`config.mk`:
```
export PLATFORM = sky130hd
export DESIGN_NAME = oam_controller
export DESIGN_NICKNAME = d
export VERILOG_FILES = /design/src/rtl/oam_controller.sv
export SDC_FILE = /design/constraint.sdc
export NUM_CORES = 2
export LEC_CHECK = 0
export ABC_AREA = 1
export BUFFER_PORTS_ARGS = -buffer_cell sky130_fd_sc_hd__clkbuf_2
export CAP_MARGIN = 30
export CORE_UTILIZATION = 30
export CTS_BUF_LIST = sky130_fd_sc_hd__clkbuf_16
export DETAILED_ROUTE_END_ITERATION = 7
export PLACE_DENSITY = 0.48
export SKIP_CTS_REPAIR_TIMING = 1
export SLEW_MARGIN = 20
export SYNTH_ARGS = -nofsm -noshare
export SYNTH_HDL_FRONTEND = slang
export SYNTH_SLANG_ARGS = --single-unit
```
`constraint.sdc`:
```
create_clock -name clock -period 12.4 [get_ports clock]
set_clock_uncertainty 0.1 [all_clocks]
set_input_delay 1.86 -clock clock [delete_from_list [all_inputs] [get_ports clock]]
set_output_delay 1.86 -clock clock [all_outputs]
set_load 0.1 [all_outputs]
```
`src/rtl/oam_controller.sv`:
```
// OAM responder: 160-byte sprite table at FE00-FE9F serving DMA, CPU and PPU ports.
// Optional macro OAM_PPU_LOCK_EN also blocks CPU access while ppu_mode is 2 or 3.
module oam_controller (
  input  logic        clock,
  input  logic        reset_n,
  input  logic        DmaEnableSignal,
  input  logic [15:0] A_dma,
  input  logic [7:0]  Di_dma,
  input  logic        wr_dma,
  input  logic        rd_dma,
  output logic [7:0]  Do_dma,
  input  logic [15:0] A_cpu,
  input  logic [7:0]  Di_cpu,
  input  logic        wr_cpu,
  input  logic        rd_cpu,
  output logic [7:0]  Do_cpu,
  input  logic [1:0]  ppu_mode,
  input  logic        rd_ppu,
  input  logic [5:0]  A_ppu,
  output logic [15:0] Do_ppu,
  output logic        dma_done
);

  typedef enum logic [1:0] {DEC_ARRAY, DEC_HOLE, DEC_NONE} dec_e;

  function automatic dec_e decode(input logic [15:0] a);
    if (a[15:8] != 8'hFE) return DEC_NONE;
    if (a[7:0] < 8'hA0)   return DEC_ARRAY;
    return DEC_HOLE;
  endfunction

  logic [7:0]  mem_q [160];

  logic        wr_dma_prev_q, wr_dma_prev_d;
  logic        wr_cpu_prev_q, wr_cpu_prev_d;
  logic        en_prev_q, en_prev_d;
  logic [7:0]  dma_count_q, dma_count_d;
  logic        dma_done_q, dma_done_d;
  logic [7:0]  do_dma_q, do_dma_d;
  logic [7:0]  do_cpu_q, do_cpu_d;
  logic [15:0] do_ppu_q, do_ppu_d;

  logic        cpu_block;
  logic        dma_accept, cpu_accept;
  logic        mem_we;
  logic [7:0]  mem_waddr, mem_wdata;
  logic [7:0]  count_base;

`ifdef OAM_PPU_LOCK_EN
  assign cpu_block = DmaEnableSignal | ppu_mode[1];
`else
  logic unused_ppu_mode;
  assign unused_ppu_mode = ^ppu_mode;
  assign cpu_block = DmaEnableSignal;
`endif

  always_comb begin
    wr_dma_prev_d = wr_dma;
    wr_cpu_prev_d = wr_cpu;
    en_prev_d     = DmaEnableSignal;
    do_dma_d      = do_dma_q;
    do_cpu_d      = do_cpu_q;
    do_ppu_d      = do_ppu_q;
    mem_we        = 1'b0;
    mem_waddr     = '0;
    mem_wdata     = '0;
    dma_done_d    = 1'b0;

    dma_accept = reset_n & wr_dma & ~wr_dma_prev_q & DmaEnableSignal
               & (decode(A_dma) == DEC_ARRAY);
    cpu_accept = reset_n & wr_cpu & ~wr_cpu_prev_q & ~cpu_block
               & (decode(A_cpu) == DEC_ARRAY);

    // DMA owns the single write port; CPU is blocked whenever DMA is enabled anyway
    if (dma_accept) begin
      mem_we    = 1'b1;
      mem_waddr = A_dma[7:0];
      mem_wdata = Di_dma;
    end else if (cpu_accept) begin
      mem_we    = 1'b1;
      mem_waddr = A_cpu[7:0];
      mem_wdata = Di_cpu;
    end

    count_base  = (DmaEnableSignal && !en_prev_q) ? '0 : dma_count_q;
    dma_count_d = count_base;
    if (dma_accept) begin
      if (count_base == 8'd159) begin
        dma_count_d = '0;
        dma_done_d  = 1'b1;
      end else begin
        dma_count_d = count_base + 8'd1;
      end
    end

    if (rd_dma) begin
      unique case (decode(A_dma))
        DEC_ARRAY: do_dma_d = mem_q[A_dma[7:0]];
        DEC_HOLE:  do_dma_d = '0;
        default:   do_dma_d = '1;
      endcase
    end

    if (rd_cpu) begin
      if (cpu_block) begin
        do_cpu_d = '1;
      end else begin
        unique case (decode(A_cpu))
          DEC_ARRAY: do_cpu_d = mem_q[A_cpu[7:0]];
          DEC_HOLE:  do_cpu_d = '0;
          default:   do_cpu_d = '1;
        endcase
      end
    end

    if (rd_ppu) begin
      if (A_ppu < 6'd40) do_ppu_d = {mem_q[{A_ppu, 2'b01}], mem_q[{A_ppu, 2'b00}]};
      else               do_ppu_d = '1;
    end
  end

  always_ff @(posedge clock) begin
    if (!reset_n) begin
      // Edge registers track the live strobe during reset so a level held across release is not an edge
      wr_dma_prev_q <= wr_dma;
      wr_cpu_prev_q <= wr_cpu;
      en_prev_q     <= DmaEnableSignal;
      dma_count_q   <= '0;
      dma_done_q    <= 1'b0;
      do_dma_q      <= '0;
      do_cpu_q      <= '1;
      do_ppu_q      <= '1;
    end else begin
      wr_dma_prev_q <= wr_dma_prev_d;
      wr_cpu_prev_q <= wr_cpu_prev_d;
      en_prev_q     <= en_prev_d;
      dma_count_q   <= dma_count_d;
      dma_done_q    <= dma_done_d;
      do_dma_q      <= do_dma_d;
      do_cpu_q      <= do_cpu_d;
      do_ppu_q      <= do_ppu_d;
    end
  end

  always_ff @(posedge clock) begin
    if (mem_we) mem_q[mem_waddr] <= mem_wdata;
  end

  assign Do_dma   = do_dma_q;
  assign Do_cpu   = do_cpu_q;
  assign Do_ppu   = do_ppu_q;
  assign dma_done = dma_done_q;

endmodule
```
==> metrics.txt <==
# TYPE chip_impl_metric gauge
chip_impl_info{name="result_of_the_run",value="completed"} 1
chip_impl_metric{name="detailedRoute.firstPassIterationCount",unit=""} 7
chip_impl_info{name="yosysMostFrequentCell",value="sky130_fd_sc_hd__nand2_1"} 1
chip_impl_metric{name="routed-via-count",unit=""} 67310
chip_impl_metric{name="fp.dieW",unit="um"} 487.8
chip_impl_metric{name="postSynthCellCount",unit=""} 8123
chip_impl_metric{name="cts_htree_levels",unit=""} 4
chip_impl_metric{name="die_area",unit="um2"} 238000
chip_impl_metric{name="detail_route.wirelength",unit="um"} 333300
chip_impl_info{name="timing.critical_path.max_delay_family",value="simple AND/OR/NAND/NOR gates"} 1
chip_impl_metric{name="synth-compound-area-share",unit="%"} 15.50
chip_impl_metric{name="yosys.area_share.simple",unit="%"} 23.99
chip_impl_metric{name="grt_first_pass_wirelength",unit="um"} 464400
chip_impl_metric{name="ys_seq_elements",unit=""} 1324
chip_impl_metric{name="peakVddDrop",unit="V"} 0.0001266
chip_impl_metric{name="design_area",unit="um2"} 79260
chip_impl_info{name="synth_top_flop_cell",value="sky130_fd_sc_hd__edfxtp_1"} 1
chip_impl_metric{name="grtUsageMet2",unit="%"} 40.20
chip_impl_info{name="gr-max-usage-layer",value="met2"} 1
chip_impl_metric{name="worst-path-buf-inv",unit=""} 4
chip_impl_metric{name="clock-sinks",unit=""} 1324
chip_impl_metric{name="synth_edf_count",unit=""} 1280
chip_impl_metric{name="core_area",unit="um2"} 233600
chip_impl_metric{name="portion_of_the_clock_cycle_consumed_by_the_worst_path_in_the_final_layout",unit="%"} 47.30
chip_impl_info{name="termination_of_the_worst_setup_path",value="mem_q[153][6]$_DFFE_PP_"} 1
chip_impl_metric{name="total_number_of_placement_rows",unit=""} 177
chip_impl_metric{name="clock_latency",unit="ps"} 840
chip_impl_metric{name="worst_slack_after_detailed_placement",unit="ps"} 5738
chip_impl_metric{name="slew-limit-headroom",unit="%"} 27.24
chip_impl_info{name="synth_commonest_cells",value="sky130_fd_sc_hd__nand2_1, sky130_fd_sc_hd__nand3_1, sky130_fd_sc_hd__edfxtp_1, sky130_fd_sc_hd__o21ai_0, sky130_fd_sc_hd__nor2_1"} 1
chip_impl_metric{name="critical_path_required",unit="ps"} 12730
chip_impl_info{name="startpoint",value="A_dma[5]"} 1
chip_impl_metric{name="flow.area_growth_from_synthesis",unit="%"} 11.95
chip_impl_info{name="timing.critical_path.from_type",value="input pin"} 1
chip_impl_metric{name="detail_route.iter0.violations",unit=""} 10770
chip_impl_metric{name="ioPinCount",unit=""} 97
chip_impl_metric{name="m1_gr_usage",unit="%"} 36.18
chip_impl_metric{name="timing.reg2reg.worst_path_depth",unit=""} 10
chip_impl_metric{name="grt_antenna_before_repair",unit=""} 10
chip_impl_info{name="worst_r2r_startpoint",value="wr_dma_prev_q$_DFF_P_"} 1
chip_impl_metric{name="postPlaceCellArea",unit="um2"} 74010
chip_impl_metric{name="route.detailed.wl_per_inst",unit="um"} 29.91
chip_impl_info{name="holdCritPathClass",value="reg -> reg"} 1
chip_impl_metric{name="final_hold_viol_count",unit=""} 0
chip_impl_metric{name="cts.clk_slew.worst_paths",unit="ps"} 60
chip_impl_metric{name="maximum_number_of_pins_on_one_net_before_global_route_repair",unit=""} 183
chip_impl_info{name="synth.largest_area_cell",value="sky130_fd_sc_hd__edfxtp_1"} 1
chip_impl_metric{name="post_synth_xor_area_fraction",unit="%"} 0.02474
chip_impl_metric{name="cap_violations",unit=""} 0
chip_impl_metric{name="final_max_slew_viol_count",unit=""} 0
chip_impl_metric{name="design_power_total",unit="mW"} 10.60
chip_impl_metric{name="worst_hold_path.num_cells",unit=""} 2
chip_impl_metric{name="final_nets",unit=""} 7950
chip_impl_metric{name="max_stage_delay",unit="ps"} 1040
chip_impl_metric{name="pwr_density_cell",unit="nW/um2"} 133.8
chip_impl_metric{name="vias_in_the_first_global_route",unit=""} 61650
chip_impl_metric{name="gpl_congestion",unit=""} 0.9752
chip_impl_metric{name="power_leakage",unit="nW"} 28.79
chip_impl_metric{name="cts_buffer_depth",unit=""} 3
chip_impl_info{name="combinational_family_with_the_most_area_after_synthesis",value="simple AND/OR/NAND/NOR gates"} 1
chip_impl_metric{name="drc",unit=""} 0
chip_impl_metric{name="timing.critical_path.arrival",unit="ps"} 6190
chip_impl_metric{name="yosysWarningCount",unit=""} 0
chip_impl_metric{name="buffer_ports.inserted",unit=""} 94
chip_impl_metric{name="grt_overflow_total",unit=""} 0
chip_impl_metric{name="layout.area.seq",unit="um2"} 39320
chip_impl_metric{name="yosysSeqAreaShare",unit="%"} 55.53
chip_impl_metric{name="syn-num-nets",unit=""} 8188
chip_impl_metric{name="crit_fanout",unit=""} 14
chip_impl_metric{name="synth_top_area_share",unit="%"} 54.29
chip_impl_metric{name="finalSetupViolations",unit=""} 0
chip_impl_metric{name="synth.area.mux_share",unit="%"} 0
chip_impl_metric{name="synth-async-reset-ratio",unit="%"} 0
chip_impl_metric{name="viasPerCell",unit=""} 6.040
chip_impl_metric{name="synthesized_area_divided_by_synthesized_cell_count",unit="um2"} 8.717
chip_impl_metric{name="synth-adder-area-share",unit="%"} 0.01767
chip_impl_metric{name="post_synth_instance_area",unit="um2"} 70800
chip_impl_info{name="criticalPathCategory",value="in -> reg"} 1
chip_impl_metric{name="layout.filler_cells",unit=""} 23790
chip_impl_info{name="timing.critical_path.to_type",value="register"} 1
chip_impl_info{name="r2r-end",value="mem_q[153][6]$_DFFE_PP_"} 1
chip_impl_metric{name="totalNegativeSetupSlack",unit="ps"} 0
chip_impl_info{name="synth.area.top_cells",value="sky130_fd_sc_hd__edfxtp_1, sky130_fd_sc_hd__nand3_1, sky130_fd_sc_hd__nand2_1, sky130_fd_sc_hd__o21ai_0, sky130_fd_sc_hd__nor2_1"} 1
chip_impl_metric{name="multi_input_comb_area",unit="um2"} 28080
chip_impl_metric{name="fmax",unit="MHz"} 170.5
chip_impl_metric{name="finalCriticalPeriod",unit="ps"} 5865
chip_impl_metric{name="place_hpwl",unit="um"} 200200
chip_impl_metric{name="fin_ws",unit="ps"} 6535
chip_impl_metric{name="drive_above_1_share",unit="%"} 7.323
chip_impl_metric{name="chipHeight",unit="um"} 487.8
chip_impl_metric{name="cp.depth",unit=""} 11
chip_impl_metric{name="grtUsageMet3",unit="%"} 5.818
chip_impl_metric{name="worstMarginPinSlew",unit="ps"} 1091
chip_impl_info{name="rsz0062_at_grt",value="false"} 1
chip_impl_metric{name="synth.distinct_cells",unit=""} 40
chip_impl_metric{name="antenna_left",unit=""} 0
chip_impl_info{name="clock-root-buffer",value="sky130_fd_sc_hd__clkbuf_16"} 1
chip_impl_info{name="tritoncts_clock_tree",value="done"} 1
chip_impl_info{name="path_cells",value="clkbuf_2, nor2_4, nor2_1, nor3_4, buf_4, inv_2, o22ai_2, inv_2, nor2_4, nand2_2, nor2_1"} 1
chip_impl_info{name="min-delay-start",value="Do_cpu[3]$_SDFFE_PN1P_"} 1
chip_impl_metric{name="starting_utilization_of_the_core_area",unit="%"} 30.30
chip_impl_metric{name="grt_util_all_layers",unit="%"} 27.10
chip_impl_info{name="crit_slowest_cell",value="sky130_fd_sc_hd__nor2_1"} 1
chip_impl_metric{name="tritoncts.num_buffers",unit=""} 157
chip_impl_metric{name="setup.reg_to_reg.worst_slack",unit="ps"} 8160
==> placed cells by master (no fill, tap or decap), types with 5 or more instances in the layout <==
cell,count
sky130_fd_sc_hd__nor2_1,1105
sky130_fd_sc_hd__nor2_4,5
sky130_fd_sc_hd__inv_1,151
sky130_fd_sc_hd__nor2_2,13
sky130_fd_sc_hd__clkinv_1,37
sky130_fd_sc_hd__nand4_1,6
sky130_fd_sc_hd__o22ai_2,6
sky130_fd_sc_hd__o221ai_1,246
sky130_fd_sc_hd__edfxtp_1,1280
sky130_fd_sc_hd__nand2_2,15
sky130_fd_sc_hd__dfxtp_1,44
sky130_fd_sc_hd__inv_6,6
sky130_fd_sc_hd__nand2_1,1526
sky130_fd_sc_hd__clkbuf_16,163
sky130_fd_sc_hd__o22ai_1,171
sky130_fd_sc_hd__a22o_4,8
sky130_fd_sc_hd__a211oi_1,6
sky130_fd_sc_hd__buf_6,10
sky130_fd_sc_hd__a21oi_1,279
sky130_fd_sc_hd__buf_4,185
sky130_fd_sc_hd__nand3_1,1355
sky130_fd_sc_hd__buf_8,5
sky130_fd_sc_hd__buf_16,5
sky130_fd_sc_hd__a31oi_1,6
sky130_fd_sc_hd__bufinv_16,11
sky130_fd_sc_hd__nor3_1,7
sky130_fd_sc_hd__inv_2,11
sky130_fd_sc_hd__o211ai_1,46
sky130_fd_sc_hd__buf_12,14
sky130_fd_sc_hd__o31ai_1,10
sky130_fd_sc_hd__clkinv_2,25
sky130_fd_sc_hd__diode_2,10
sky130_fd_sc_hd__clkbuf_2,83
sky130_fd_sc_hd__o21ai_0,1129
sky130_fd_sc_hd__inv_8,6
==> state kept, by name (all words and copies together) (netlist names) <==
name and count:
dma_done 1, Do_cpu 8, dma_count_q 8, mem_q 1280, Do_ppu 16, wr_dma_prev_q 1
wr_cpu_prev_q 1, Do_dma 8, en_prev_q 1
==> tightest hold or removal path, delay by kind of cell, from the launching register on <==
family	cells	cell delay [ps]
AO/OA/AOI/OAI	1	60
flip-flops	1	330
AND/OR/NAND/NOR	1	60
==> metrics by stage <==
step / cells / hold slack, ps / util (%)
finish: 11140 / 374.3 / 33.93
global route: 11140 / 400.1 / 33.92
CTS: 11090 / 378.2 / 33.76
detailed placement: 10820 / 362.6 / 31.68
global placement: 10780 / 356.7 / 31.49
floorplan: 8123 / 369.8 / -
==> power breakdown <==
| group | switching [mW] | internal (mW) | leakage (nW) |
|---|---|---|---|
| Sequential | 0.00491 | 4.84 | 15.3 |
| Combinational | 0.964 | 0.273 | 11.0 |
| Clock | 1.94 | 2.59 | 2.54 |
| Total | 2.91 | 7.69 | 28.8 |
==> kinds of logic (layout without fill, tap and decap cells) <==
family / after synthesis / in the layout
buf+inv: 844 / 723
xor+xnor: 2 / 2
fa+ha+maj: 1 / 1
flops: 1324 / 1324
other cells: 0 / 10
compound gates: 1914 / 1914
simple gates: 4038 / 4038
==> per-layer routing <==
layer	share of wire [%]	wire [um]	vias up
met5	0.029	95	-
met4	6.4	21330	8
met3	11	38100	911
met2	43	143300	4836
met1	39	130400	32920
li1	-	-	28630
==> how the worst min path moves through the flow <==
stage	endpoint	slack, ps
floorplan	dma_count_q[7]$_SDFF_PN0_	370
global placement	Do_ppu[5]$_SDFFE_PN1P_	360
detailed placement	Do_ppu[9]$_SDFFE_PN1P_	360
CTS	Do_cpu[3]$_SDFFE_PN1P_	380
global route	Do_cpu[3]$_SDFFE_PN1P_	400
finish	Do_cpu[3]$_SDFFE_PN1P_	370
==> layout make-up <==
type	instances	area share, %
Antenna cell	10	0.03157
Clock buffer	163	5.146
Clock inverter	113	0.9992
Inverter	140	0.7435
Multi-Input combinational cell	5955	35.43
Sequential cell	1324	49.60
Tap cell	3132	4.944
Timing Repair Buffer	307	3.100
Power figures use the tool's default switching activity.
